## src/rtl/mem_arb_pkg.sv

```systemverilog
// mem_arb_pkg: shared source tags and sizing constants for the memory port arbiter
package mem_arb_pkg;
  typedef enum logic [1:0] {SRC_NONE, SRC_FETCH, SRC_LOAD, SRC_STORE} src_t;
  localparam int MEM_LATENCY_MAX = 4;
  localparam int STARVE_CNT_W = 4;
endpackage

```

## src/rtl/mem_arb_tag_pipe.sv

```systemverilog
// mem_arb_tag_pipe: DEPTH-stage shift register of access source tags with async clear
module mem_arb_tag_pipe
  import mem_arb_pkg::*;
#(
  parameter int DEPTH = 1
) (
  input  logic clk,
  input  logic rst,
  input  src_t src_i,
  output src_t src_o
);
  src_t stage_q [DEPTH];
  always_ff @(posedge clk or posedge rst)
    if (rst) begin
      for (int i = 0; i < DEPTH; i++) stage_q[i] <= SRC_NONE;
    end else begin
      stage_q[0] <= src_i;
      for (int i = 1; i < DEPTH; i++) stage_q[i] <= stage_q[i-1];
    end
  assign src_o = stage_q[DEPTH-1];
endmodule

```

## src/rtl/mem_port_arbiter.sv

```systemverilog
// mem_port_arbiter: shares one memory port between fetch, load and store with fetch anti-starvation
module mem_port_arbiter
  import mem_arb_pkg::*;
#(
  parameter int ADDR_W       = 32,
  parameter int DATA_W       = 32,
  parameter int MEM_LATENCY  = 1,
  parameter int STARVE_LIMIT = 4
) (
  input  logic              CLK,
  input  logic              RESET,
  input  logic              fetch_req_valid,
  input  logic [ADDR_W-1:0] fetch_req_addr,
  output logic              fetch_req_ready,
  output logic              fetch_resp_valid,
  output logic [DATA_W-1:0] fetch_resp_data,
  output logic              fetch_resp_exception,
  input  logic              load_req_valid,
  input  logic [ADDR_W-1:0] load_req_addr,
  output logic              load_req_ready,
  output logic              load_resp_valid,
  output logic [DATA_W-1:0] load_resp_data,
  output logic              load_resp_exception,
  input  logic              store_req_valid,
  input  logic [ADDR_W-1:0] store_req_addr,
  input  logic [DATA_W-1:0] store_req_data,
  output logic              store_req_ready,
  output logic              store_resp_valid,
  output logic              store_resp_exception,
  output logic              mem_enable,
  output logic              mem_write,
  output logic [ADDR_W-1:0] mem_addr,
  output logic [DATA_W-1:0] mem_wdata,
  input  logic [DATA_W-1:0] mem_rdata,
  input  logic              mem_exception
);
  if (MEM_LATENCY < 1 || MEM_LATENCY > MEM_LATENCY_MAX) begin : g_bad_latency
    $error("MEM_LATENCY out of range");
  end
  if (STARVE_LIMIT < 1 || STARVE_LIMIT > 15) begin : g_bad_starve
    $error("STARVE_LIMIT out of range");
  end
  localparam logic [STARVE_CNT_W-1:0] LIMIT = STARVE_CNT_W'(STARVE_LIMIT);
  logic [STARVE_CNT_W-1:0] starve_q, starve_d;
  logic fetch_pri, gnt_f, gnt_l, gnt_s;
  src_t gnt_src, resp_src;
  always_comb begin
    fetch_pri = fetch_req_valid && starve_q == LIMIT;
    gnt_s     = !RESET && store_req_valid && !fetch_pri;
    gnt_l     = !RESET && load_req_valid && !store_req_valid && !fetch_pri;
    gnt_f     = !RESET && fetch_req_valid && (fetch_pri || (!store_req_valid && !load_req_valid));
    gnt_src   = gnt_s ? SRC_STORE : gnt_l ? SRC_LOAD : gnt_f ? SRC_FETCH : SRC_NONE;
    starve_d  = (!fetch_req_valid || gnt_f) ? '0 :
                (starve_q == LIMIT) ? starve_q : starve_q + STARVE_CNT_W'(1);
  end
  always_ff @(posedge CLK or posedge RESET)
    if (RESET) starve_q <= '0;
    else starve_q <= starve_d;
  mem_arb_tag_pipe #(.DEPTH(MEM_LATENCY)) u_tag_pipe (
    .clk  (CLK),
    .rst  (RESET),
    .src_i(gnt_src),
    .src_o(resp_src)
  );
  assign fetch_req_ready      = gnt_f;
  assign load_req_ready       = gnt_l;
  assign store_req_ready      = gnt_s;
  assign mem_enable           = gnt_s || gnt_l || gnt_f;
  assign mem_write            = gnt_s;
  assign mem_addr             = gnt_s ? store_req_addr : gnt_l ? load_req_addr : gnt_f ? fetch_req_addr : '0;
  assign mem_wdata            = gnt_s ? store_req_data : '0;
  assign fetch_resp_valid     = resp_src == SRC_FETCH;
  assign fetch_resp_data      = fetch_resp_valid ? mem_rdata : '0;
  assign fetch_resp_exception = fetch_resp_valid && mem_exception;
  assign load_resp_valid      = resp_src == SRC_LOAD;
  assign load_resp_data       = load_resp_valid ? mem_rdata : '0;
  assign load_resp_exception  = load_resp_valid && mem_exception;
  assign store_resp_valid     = resp_src == SRC_STORE;
  assign store_resp_exception = store_resp_valid && mem_exception;
endmodule

```

## config.mk

```make
export PLATFORM = sky130hd
export DESIGN_NAME = mem_port_arbiter
export DESIGN_NICKNAME = d
export VERILOG_FILES = /design/src/rtl/mem_arb_pkg.sv /design/src/rtl/mem_arb_tag_pipe.sv /design/src/rtl/mem_port_arbiter.sv
export SDC_FILE = /design/constraint.sdc
export NUM_CORES = 1
export LEC_CHECK = 0
export CORE_AREA = 2 2 119 121
export DETAILED_ROUTE_END_ITERATION = 6
export DIE_AREA = 0 0 121 123
export PLACE_DENSITY = 0.64
export SYNTH_ARGS = -nofsm -noshare
export SYNTH_HDL_FRONTEND = slang
export SYNTH_SLANG_ARGS = --single-unit
```

## constraint.sdc

```tcl
create_clock -name CLK -period 4.27 [get_ports CLK]
set_clock_uncertainty 0.05 [all_clocks]
set_input_delay 0.854 -clock CLK [delete_from_list [all_inputs] [get_ports CLK]]
set_output_delay 0.854 -clock CLK [all_outputs]
set_load 0.005 [all_outputs]
```

# After elaboration in Yosys (flattened, before gate mapping)
# Index checks and enable logic that the tools add are counted.
[op_classes]
add_sub_neg = 1
multipliers = 0
div = 0
order_cmp = 0
eq_ne = 5
shifts = 0
mux = 11
n_bitwise = 0
reduce_logical = 21
[op_table]
columns = ["cell", "n"]
rows = [
  ["$mux W32", 6],
  ["$logic_and A1 B1 Y1", 12],
  ["$mux W4", 2],
  ["$logic_not A1 Y1", 5],
  ["$add A4 B1 Y4 const B", 1],
  ["$eq A2 B2 Y1 const B", 2],
  ["$eq A4 B3 Y1 const B", 1],
  ["$logic_or A1 B1 Y1", 4],
  ["$mux W2", 2],
  ["$eq A2 B1 Y1 const B", 1],
  ["$ne A2 B1 Y1 const B", 1],
  ["$mux W1", 1],
]
[word_totals]
reg_bits = 6
latch_bits = 0
mem_bits_rw = 0
mem_bits_ro = 0
output_inout_bits = 139
word_cells = 40
memories = 0

# Depth between registers and ports, before layout
[logic_depth]
depth_word = 7
depth_mapped = 8
ltp_nobuf = 5

# Hierarchy
# Synthesis repeated with hierarchy kept, for this count alone.
[hier_totals]
cells_unflattened = 312
hier_area_um2 = 2149.6
[modules_own_cells]
columns = ["mod", "instances", "cells_per_inst", "area_each_um2"]
rows = [
  ["mem_port_arbiter", 1, 309, 2095.8],
  ["mem_arb_tag_pipe", 1, 3, 53.8],
]

# Worst setup path after synthesis
# No wires, ideal clock.
[synth_timing]
path_type = "input to output"
from = "input store_req_valid"
to = "output mem_addr[10]"
arrival_time_ps = 1853
required_ps = 3366
slack_ps = 1513
path_stages = 6
n_path_buf = 3
cell_sequence = "buf_2 or2_1 buf_6 buf_6 a211oi_2 o22a_1"
[synth_via]
elab_chain_len = 7
word_cells_on_any_way = 11
classes_between = "mux (3); reduce/logical (8)"
[synth_rtl]
columns = ["item", "line_no", "text"]
rows = [
  ["start: declaration", "mem_port_arbiter.sv:24", "input logic store_req_valid,"],
  ["$logic_not A1 Y1", "mem_port_arbiter.sv:50, mem_port_arbiter.sv:51", ""],
  ["$logic_and A1 B1 Y1", "mem_port_arbiter.sv:51", "gnt_f = !RESET && fetch_req_valid && (fetch_pri || (!store_req_valid && !load_req_valid));"],
  ["$logic_or A1 B1 Y1", "mem_port_arbiter.sv:51", ""],
  ["$logic_and A1 B1 Y1", "mem_port_arbiter.sv:51", ""],
  ["$mux W32 (2 in a row)", "mem_port_arbiter.sv:70", "assign mem_addr = gnt_s ? store_req_addr : gnt_l ? load_req_addr : gnt_f ? fetch_req_addr : '0;"],
  ["$mux W32 *", "mem_port_arbiter.sv:70", ""],
  ["end: declaration", "mem_port_arbiter.sv:32", "output logic [ADDR_W-1:0] mem_addr,"],
]
# Mark *: on every way between the ends. The rest lies on a longest branch, timed or not.

# Worst setup path after layout
[layout_timing]
from = "input load_req_valid"
to = "output mem_addr[26]"
[layout_via]
elab_chain_len = 7
word_cells_on_any_way = 10
classes_between = "mux (3); reduce/logical (7)"
[layout_rtl]
columns = ["item", "line_no", "text"]
rows = [
  ["start: declaration", "mem_port_arbiter.sv:18", "input logic load_req_valid,"],
  ["$logic_not A1 Y1", "mem_port_arbiter.sv:51", ""],
  ["$logic_and A1 B1 Y1", "mem_port_arbiter.sv:51", ""],
  ["$logic_or A1 B1 Y1", "mem_port_arbiter.sv:51", ""],
  ["$logic_and A1 B1 Y1", "mem_port_arbiter.sv:51", ""],
  ["$mux W32", "mem_port_arbiter.sv:70", ""],
  ["$mux W32 * (2 in a row)", "mem_port_arbiter.sv:70", ""],
]
# Marked as above.

==> out/results.tsv <==
stage	metric	value	unit
final_layout	non-filler cells, final	800	
die	die height	123	microns
die	die area	14900	sq um
sta	fin crit share	0.914	
clock_network	clk buf depth	2	
worst_setup_path	Critical Path Fanout Max	36	
placed_design	gpl congestion	0.867	
die	io pins	305	
sta	min Tclk post-route	3.90	ns
sta	RSZ-0062 raised after global routing	false	
yosys	Seq cells post-synth	6	
clock_network	TritonCTS clock tree	yes	
final_layout	Ant. Diodes	0	
clock_network	Sink Count	6	
clock_network	Clk Latency, worst-skew pair	0.23	ns
worst_hold_path	Worst Hold Class	flop to flop	
global_routing	vias in the first global route	3504	
sta	setup TNS	0	ns
route	final wirelength	13000	microns
yosys	cell taking the most area after synthesis	and2_1	
sta	Final setup viols	0	
global_routing	largest net degree at the start of global routing	52	
sta	Hold WS	0.534	ns
worst_setup_path	Critical Path Source Type	input port	
clock_network	TritonCTS buffer count	3	
sta	Pins Over Slew Limit	0	
route	first-pass iteration count of the detailed router	6	
yosys	Seq/Total Area, Yosys	0.0643	
final_layout	cell area after layout	5540	sq um
worst_setup_path	CP required	3.37	ns
die	Horiz. Die Dim	121	microns
yosys	Syn Nets	513	
final_layout	layout cells sized above 1	0.0774	
placed_design	placed cell areas	5470	sq um
sta	worst slew pin tran	0.978	ns
status	status	finished clean	
sta	max frequency	256	MHz
route	vias per cell	4.52	
pwr	Leakage	2.21	nW
global_routing	initial antenna violation count	0	
placed_design	placed cells	797	
worst_setup_path	crit path kind	input port to output pin	
flow_run	max-cap viol count	0	
global_routing	total grt overflow	0	
yosys	Post-synth EDFFs	0	
global_routing	GRT Total Usage	0.157	
route	WL/cell	16.2	microns
pwr	worst vdd ir	0.0992	mV
sta	final hold vios	0	
pwr	pwr dens	128	nW/um^2
yosys	Post-synth ARST share	1.00	
clock_network	CTS resizes	0	
die	Rows	43	
yosys	Synth area leaders	and2_1 18%, a211oi_2 14%, o22a_1 12%, and3_1 8.8%, a21oi_1 7.5%	
clock_network	clk slew on worst S/H paths	0.03	ns
pwr	Design Power	0.000712	W
worst_setup_path	WP data arrival	3.00	ns
die	area of the core	13600	sq um
placed_design	Port Buffer Count	304	
global_routing	first-pass GRT wire length	19000	microns
clock_network	H-tree levels	1	
route	violation count after the first detailed-routing iteration	134	
final_layout	nets	790	
yosys	YS warnings	0	
yosys	count of cell types in the netlist	30	
yosys	Synth Instances	345	
route	Via Count	3619	
yosys	post-synth top area share	0.180	
placed_design	HPWL Detailed	10400	microns
sta	Rel. slew slack	0.348	
die	Initial Utilization	0.172	
yosys	dominant register cell in the synthesized netlist	dfrtp_1	
yosys	synthesized area per cell	6.77	sq um
yosys	Syn Std Cell Area	2330	sq um
worst_setup_path	nature of the critical path endpoint	output pin	
route	drt drc	0	
clock_network	hold-fix buffer count after cts	0	
clock_network	post-CTS setup buffer count	0	
final_layout	area delta synth->final	137	%
route	post-route antenna net violation count	0	
clock_network	CTS root buf	clkbuf_16	
==> path summary, 6_finish.rpt <==
kind	start	end	slack, ns	cells past startpoint
max	load_req_valid	mem_addr[26]	0.37	5
min	starve_q[2]	starve_q[2]	0.53	1
max reg2reg	starve_q[0]	starve_q[2]	2.25	6
min reg2reg	starve_q[2]	starve_q[2]	0.53	1
max in group asynchronous	RESET	u_tag_pipe.src_o[0]	2.86	3
min in group asynchronous	RESET	starve_q[3]	1.19	3
==> per-stage QoR <==
step / worst slack (ns) / util
2_1_floorplan: 1.51 / -
3_3_place_gp: 0.418 / 0.402
3_5_place_dp: 0.379 / 0.402
4_1_cts: 0.371 / 0.407
5_1_grt: 0.218 / 0.407
6_report: 0.367 / 0.407
==> critical path, cell delays in order <==
cell and delay [ns]:
clkdlybuf4s50_1 0.42, or2_2 0.64, a211oi_2 0.38, o22a_1 0.19, clkdlybuf4s50_1 0.49
==> state kept, by name (all words and copies together), names as in the netlist <==
signal            count
starve_q              4
u_tag_pipe.src_o      2
==> metal layers <==
| layer | share of wire | global-route usage | up-vias |
|---|---|---|---|
| met5 | 0 | 0 | - |
| met4 | 0.015 | 0.0334 | 0 |
| met3 | 0.11 | 0.0494 | 14 |
| met2 | 0.52 | 0.295 | 197 |
| met1 | 0.36 | 0.174 | 1638 |
| li1 | - | - | 1770 |
==> cell type report <==
cell class / count / area (sq um)
clock buffers: 3 / 75.1
flip-flops and latches: 6 / 150
multi-input cells: 257 / 1820
well taps: 180 / 225
inverters: 37 / 139
fillers: 1383 / 8070
repair buffers: 317 / 3140
==> synthesized netlist by cell type (2+ instances only) <==
cell type,instances
a211oi_2,27
and2_1,67
nor3_1,33
a21oi_1,35
a211oi_1,5
o211ai_1,2
inv_1,37
clkbuf_1,21
ha_1,2
nand3_1,3
and3_1,33
buf_2,18
buf_6,4
dfrtp_1,6
nor2b_1,2
o21ai_0,2
o22a_1,32
nand2b_1,3
buf_4,2
==> cell usage in the layout (no fill, tap or decap), types with 2 or more instances in the layout <==
master             n
clkdlybuf4s50_1  303
and2_1            67
inv_1             37
a21oi_1           35
and3_1            33
nor3_1            33
o22a_1            32
a211oi_2          27
buf_4             13
dfrtp_1            6
a211oi_1           5
nand3_1            3
clkbuf_16          3
o211ai_1           2
nand2b_1           2
o21ai_0            2
nor2b_1            2
ha_1               2
==> power by group <==
group | leakage, nW | switching, W | internal (W)
clock network | 0.0370 | 0.0000314 | 0.000120
registers | 0.0787 | 0.00000433 | 0.0000612
logic | 2.09 | 0.000176 | 0.000318
total | 2.21 | 0.000212 | 0.000500
==> cell families after synthesis <==
logic type,count (synthesis),share of synthesized area
AOI/OAI and AO/OA,107,0.383
xor gates and xnor gates,1,0.00375
adders and majority gates,2,0.0107
buffers and inverters,82,0.158
DFF,6,0.0643
and+or+nand+nor,147,0.381
(Power assumes the default switching activity.)
